`config.mk`:
```
export PLATFORM = sky130hd
export DESIGN_NAME = seq_divider
export DESIGN_NICKNAME = d
export VERILOG_FILES = /design/src/rtl/seq_divider.sv
export SDC_FILE = /design/constraint.sdc
export NUM_CORES = 1
export LEC_CHECK = 0
export BUFFER_PORTS_ARGS = -buffer_cell sky130_fd_sc_hd__buf_2
export CAP_MARGIN = 15
export CORE_MARGIN = 5
export CORE_UTILIZATION = 50
export DETAILED_ROUTE_END_ITERATION = 12
export PLACE_DENSITY = 0.71
export SETUP_SLACK_MARGIN = 0.2
export SLEW_MARGIN = 20
export SYNTH_ARGS = -nofsm -noshare
export SYNTH_HDL_FRONTEND = slang
export SYNTH_SLANG_ARGS = --single-unit
```
`constraint.sdc`:
```
create_clock -name clk -period 1.6 [get_ports clk]
set_input_delay 0.08 -clock clk [delete_from_list [all_inputs] [get_ports clk]]
set_output_delay 0.08 -clock clk [all_outputs]
set_load 0.01 [all_outputs]
```
`src/rtl/seq_divider.sv`:
```
// ---------------------------------------------------------------------------
// seq_divider
//   Multi-cycle restoring integer divider. Produces one quotient bit per
//   clock by trial subtraction, with a start/busy/done handshake.
//
//   Handshake: start is sampled only while busy=0 (IDLE). An accepted start
//   captures A and B. busy is high in CALC and FIN. done is a one-cycle pulse
//   in the cycle after FIN, which is the first cycle Y/R/DZ/V hold the new
//   result. Y/R/DZ/V keep that result until the next FIN.
//
//   Optional feature: define DIV_SIGNED_EN for two's-complement operands
//   (truncating division, V flags MIN / -1). Without it the divider is
//   unsigned and V is tied to 0.
//
// Parameters
//   WIDTH     operand, quotient and remainder width (>= 2)
// Ports
//   clk       system clock, rising edge
//   rst       asynchronous reset, active-high
//   start     division request
//   A, B      dividend, divisor
//   busy      operation in progress (CALC/FIN)
//   done      one-cycle result-valid pulse
//   Y, R      quotient, remainder
//   DZ        divide-by-zero flag
//   V         signed overflow flag
//   dbgState  current FSM state (0 IDLE, 1 CALC, 2 FIN)
// ---------------------------------------------------------------------------
module seq_divider #(
    parameter int WIDTH = 4
) (
    input  logic             clk,
    input  logic             rst,
    input  logic             start,
    input  logic [WIDTH-1:0] A,
    input  logic [WIDTH-1:0] B,
    output logic             busy,
    output logic             done,
    output logic [WIDTH-1:0] Y,
    output logic [WIDTH-1:0] R,
    output logic             DZ,
    output logic             V,
    output logic [1:0]       dbgState
);

    localparam int CW = $clog2(WIDTH + 1);

    typedef enum logic [1:0] {
        IDLE = 2'd0,
        CALC = 2'd1,
        FIN  = 2'd2
    } stateT;

    stateT state;
    stateT nextState;

    logic [WIDTH-1:0] aReg;
    logic [WIDTH-1:0] divisor;
    logic [WIDTH-1:0] rem;
    logic [WIDTH-1:0] quo;
    logic [CW-1:0]    count;
    logic             zeroDiv;

    logic [WIDTH-1:0] magA;
    logic [WIDTH-1:0] magB;
    logic [WIDTH:0]   shifted;
    logic [WIDTH+1:0] trial;
    logic             noBorrow;
    logic [WIDTH-1:0] remNext;
    logic [WIDTH-1:0] quoNext;
    logic [WIDTH-1:0] yFinal;
    logic [WIDTH-1:0] rFinal;
    logic             vFinal;

    // ---------------- FSM: state register ----------------
    always_ff @(posedge clk or posedge rst) begin
        if (rst) state <= IDLE;
        else     state <= nextState;
    end

    // ---------------- FSM: next state ----------------
    always_comb begin
        nextState = state;
        case (state)
            IDLE: if (start) nextState = (B == '0) ? FIN : CALC;
            CALC: if (count == CW'(1)) nextState = FIN;
            FIN:  nextState = IDLE;
            default: nextState = IDLE;
        endcase
    end

    // ---------------- FSM: outputs ----------------
    always_comb begin
        busy     = (state == CALC) || (state == FIN);
        dbgState = state;
    end

    // ---------------- operand magnitudes ----------------
`ifdef DIV_SIGNED_EN
    logic [WIDTH-1:0] bReg;
    // -2^(W-1) maps onto itself, which read unsigned is the correct magnitude.
    assign magA = A[WIDTH-1] ? WIDTH'(-A) : A;
    assign magB = B[WIDTH-1] ? WIDTH'(-B) : B;
`else
    assign magA = A;
    assign magB = B;
`endif

    // ---------------- one restoring step ----------------
    // The partial remainder is shifted into W+1 bits so its top bit is never
    // lost when the divisor uses the full operand range.
    always_comb begin
        shifted  = {rem, quo[WIDTH-1]};
        trial    = {1'b0, shifted} - {2'b00, divisor};
        noBorrow = ~trial[WIDTH+1];
        remNext  = noBorrow ? trial[WIDTH-1:0] : shifted[WIDTH-1:0];
        quoNext  = {quo[WIDTH-2:0], noBorrow};
    end

    // ---------------- result formatting ----------------
    always_comb begin
        yFinal = quo;
        rFinal = rem;
        vFinal = 1'b0;
        if (zeroDiv) begin
            yFinal = '1;
            rFinal = aReg;
        end else begin
`ifdef DIV_SIGNED_EN
            // Truncation toward zero: quotient sign is the XOR of operand
            // signs, remainder takes the dividend's sign.
            if (aReg[WIDTH-1] ^ bReg[WIDTH-1]) yFinal = WIDTH'(-quo);
            if (aReg[WIDTH-1])                 rFinal = WIDTH'(-rem);
            vFinal = (aReg == {1'b1, {(WIDTH-1){1'b0}}}) && (bReg == '1);
`endif
        end
    end

    // ---------------- datapath registers ----------------
    always_ff @(posedge clk or posedge rst) begin
        if (rst) begin
            aReg    <= '0;
            divisor <= '0;
            rem     <= '0;
            quo     <= '0;
            count   <= '0;
            zeroDiv <= 1'b0;
            Y       <= '0;
            R       <= '0;
            DZ      <= 1'b0;
            V       <= 1'b0;
            done    <= 1'b0;
`ifdef DIV_SIGNED_EN
            bReg    <= '0;
`endif
        end else begin
            done <= 1'b0;
            case (state)
                IDLE: begin
                    if (start) begin
                        aReg    <= A;
                        divisor <= magB;
                        quo     <= magA;
                        rem     <= '0;
                        count   <= CW'(WIDTH);
                        zeroDiv <= (B == '0);
`ifdef DIV_SIGNED_EN
                        bReg    <= B;
`endif
                    end
                end
                CALC: begin
                    rem   <= remNext;
                    quo   <= quoNext;
                    count <= count - 1'b1;
                end
                FIN: begin
                    Y    <= yFinal;
                    R    <= rFinal;
                    DZ   <= zeroDiv;
                    V    <= vFinal;
                    done <= 1'b1;
                end
                default: ;
            endcase
        end
    end

endmodule
```
==> results.md <==
* Fin. Hold Viols at 0
* CP Capture Type: register
* Syn Inst Count at 150
* Boundary pin count at 25
* Violated checks: setup timing
* Count of final setup violators at 2
* Crit-path max cell delay at 0.40 ns
* Post-placement cell count at 226
* Place WS at -0.0823 ns
* Seq cells post-synth at 32
* Synth unique cells at 35
* FMAX at 0.615 GHz
* Vias in the first global route at 1252
* Clock root cell: clkbuf_4
* Final wirelength at 3430 um
* Starting density of the core at 51.7%
* TNS Setup at -0.0361 ns
* Avg WL per Cell at 14.0 um
* Antenna viol nets, final at 0
* Worst-Skew Late Latency at 0.34 ns
* H-Tree Level Count at 2
* Sequential element share of the synthesized area at 50.7%
* Type of the worst setup path: register to register
* Rows at 20
* Clock Skew at 0.00730 ns
* Hold Path Class: input port to register
* Max Cap Viol at 0
* WP data required at 1.82 ns
* Slowest cell on the critical path: dfrtp_1
* Hold_ws at 0.0974 ns
* Final non-filler cell total at 246
* Post-route clock period utilization at 102%
* Die Height at 66.2 um
* TritonCTS buffer count at 5
* Die W at 66.2 um
* Avg Cell Area, Syn at 10.5 um2
* All-Layer GR Usage at 17.6%
* Min Clock Period, post-route at 1.62 ns
* Status: finished, violations left
* P per Cell Area at 2000 nW/um2
* Final net count at 222
* Finished Cell Area at 2110 um2
* RSZ-0062 raised after global routing: yes
* Ant diodes at 0
* Area after DPL at 1890 um2
* Top delay family on crit path: compound AO/OA/AOI/OAI gates
* First-pass GRT wire length at 5610 um
* CP cell instances: inv_2 -> ha_4 -> nor2b_4 -> o31ai_4 -> a211oi_2 -> a311o_1
* DRT iter0 DRCs at 65
* Worst VDD drop at 928 uV
* Fin worst setup slack at -0.0248 ns
* Mapped Nets at 171
* Pleak at 0.990 nW
* Crit path max fanout at 5
* Slew Viols, Final at 0
* P&R area growth vs syn at 33.9%
* Global route overflow at 0
* Residual DRC at 0
* CTS clock-pin slew for the worst setup and hold paths at 0.10 ns
* Core box area at 3050 um2
* Initial antenna violation count at 0
* 1st-pass router iterations at 4
* CTS tree: built
* Die area at 4380 um2
* Clock Tree Buf Depth at 2
* DP HPWL at 2520 um
* CP bufs+invs at 1
* Post-Syn Area at 1580 um2
* Worst EP arrival at 1.85 ns
* Largest net degree at the start of global routing at 33
* Count of warnings emitted by yosys at 0
* Layout cells sized above 1 at 40.6%
* Via count at 1230
* GPL Wtd Cong at 0.824
* Drt via density at 5.00
* Clk sinks at 32
* Port Buffer Count at 23
* CP Launch Type: register
cells in the mapped netlist (all sizes together):
cell	number	share of area (%)
o32ai	1	0.55
nor2b	1	0.40
a311o	2	1.3
a211oi	2	0.95
and2	4	1.7
o211ai	1	0.48
o21a	2	0.95
nor4b	1	0.55
xnor2	1	0.55
a41o	1	0.71
clkbuf	3	0.71
ha	9	7.1
mux2	9	6.4
or4	1	0.48
nand2	12	2.9
o22ai	1	0.40
nand4	1	0.40
o311ai	1	0.55
fa	1	1.3
o21ai	8	2.5
inv	11	2.6
a21oi	12	3.8
nand2b	1	0.87
mux2i	4	2.5
buf	4	1.6
dfrtp	32	51
a22oi	3	1.4
conb	1	0.24
nand3	1	0.32
o31ai	1	0.79
nor2	18	4.3
timing repair:
action / in CTS / in global routing
resized for setup: 10 / 5
setup endpoints to repair: 16 / 20
buffers inserted: 3 / 0
pin swaps: 11 / 1
hold buffers: 8 / 1
endpoints found under the hold margin: 41 / 1
registers in the layout, indices dropped and copies added, names as in the netlist:
signal	count
rem	4
Y	4
DZ	1
R	4
aReg	4
quo	4
zeroDiv	1
count	3
dbgState	2
done	1
divisor	4
worst paths after layout:
check / startpoint / endpoint / slack (ns) / depth (start not counted)
min reg2reg: aReg[3]$_DFFE_PP0P_ / aReg[3]$_DFFE_PP0P_ / 0.52 / 1
max: divisor[1]$_DFFE_PP0P_ / rem[2]$_DFFE_PP0P_ / -0.02 / 6
min: start / dbgState[0]$_DFFE_PP0P_ / 0.1 / 2
min in group asynchronous: rst / rem[1]$_DFFE_PP0P_ / 0.37 / 4
max in group asynchronous: rst / zeroDiv$_DFFE_PP0P_ / 0.94 / 4
max reg2reg: divisor[1]$_DFFE_PP0P_ / rem[2]$_DFFE_PP0P_ / -0.02 / 6
logic make-up (layout without fill, tap and decap cells):
| family | Yosys count | after routing | synth area share [%] |
|---|---|---|---|
| flops | 32 | 32 | 50.7 |
| simple gates | 40 | 40 | 11.8 |
| other cells | 1 | 1 | 0.237 |
| mux | 13 | 13 | 8.95 |
| compound gates | 35 | 35 | 14.4 |
| xor+xnor | 1 | 1 | 0.555 |
| buf+inv | 18 | 70 | 4.91 |
| fa+ha+maj | 10 | 10 | 8.40 |
placed cells by master (no fill, tap or decap), types with 6 or more instances in the layout:
cell and n:
dlygate4sd3_1 9, mux2_2 9, nor2_1 18, buf_4 19, buf_2 23, a21oi_1 12
nand2_1 11, dfrtp_1 32, inv_1 6
final cells by class:
type                            instances  area (um2)
Fill cell                             262         938
Tap cell                               44        55.1
Timing Repair Buffer                   51         348
Clock buffer                            6        51.3
Sequential cell                        32         801
Clock inverter                          2        10.0
Inverter                               11        41.3
Multi-Input combinational cell        100         808
metrics by stage:
stage               util (%)  power [mW]
floorplan                  -        2.81
global placement        62.0        3.40
detailed placement      62.0        3.51
CTS                     68.5        4.21
global route            69.3        4.57
finish                  69.3        4.23
per-layer routing:
metal	global-route usage, %	vias up	share of wire (%)
li1	-	617	-
met1	20.0	582	42
met2	31.1	25	51
met3	5.61	6	4.9
met4	5.33	0	1.2
met5	0	-	0
power breakdown:
| group | switching (mW) | internal, mW | total [mW] |
|---|---|---|---|
| Combinational | 1.17 | 1.18 | 2.34 |
| Clock | 0.274 | 0.209 | 0.483 |
| Sequential | 0.235 | 1.17 | 1.40 |
| Total | 1.67 | 2.55 | 4.23 |
Note: power is estimated with default switching activity, not from simulation.
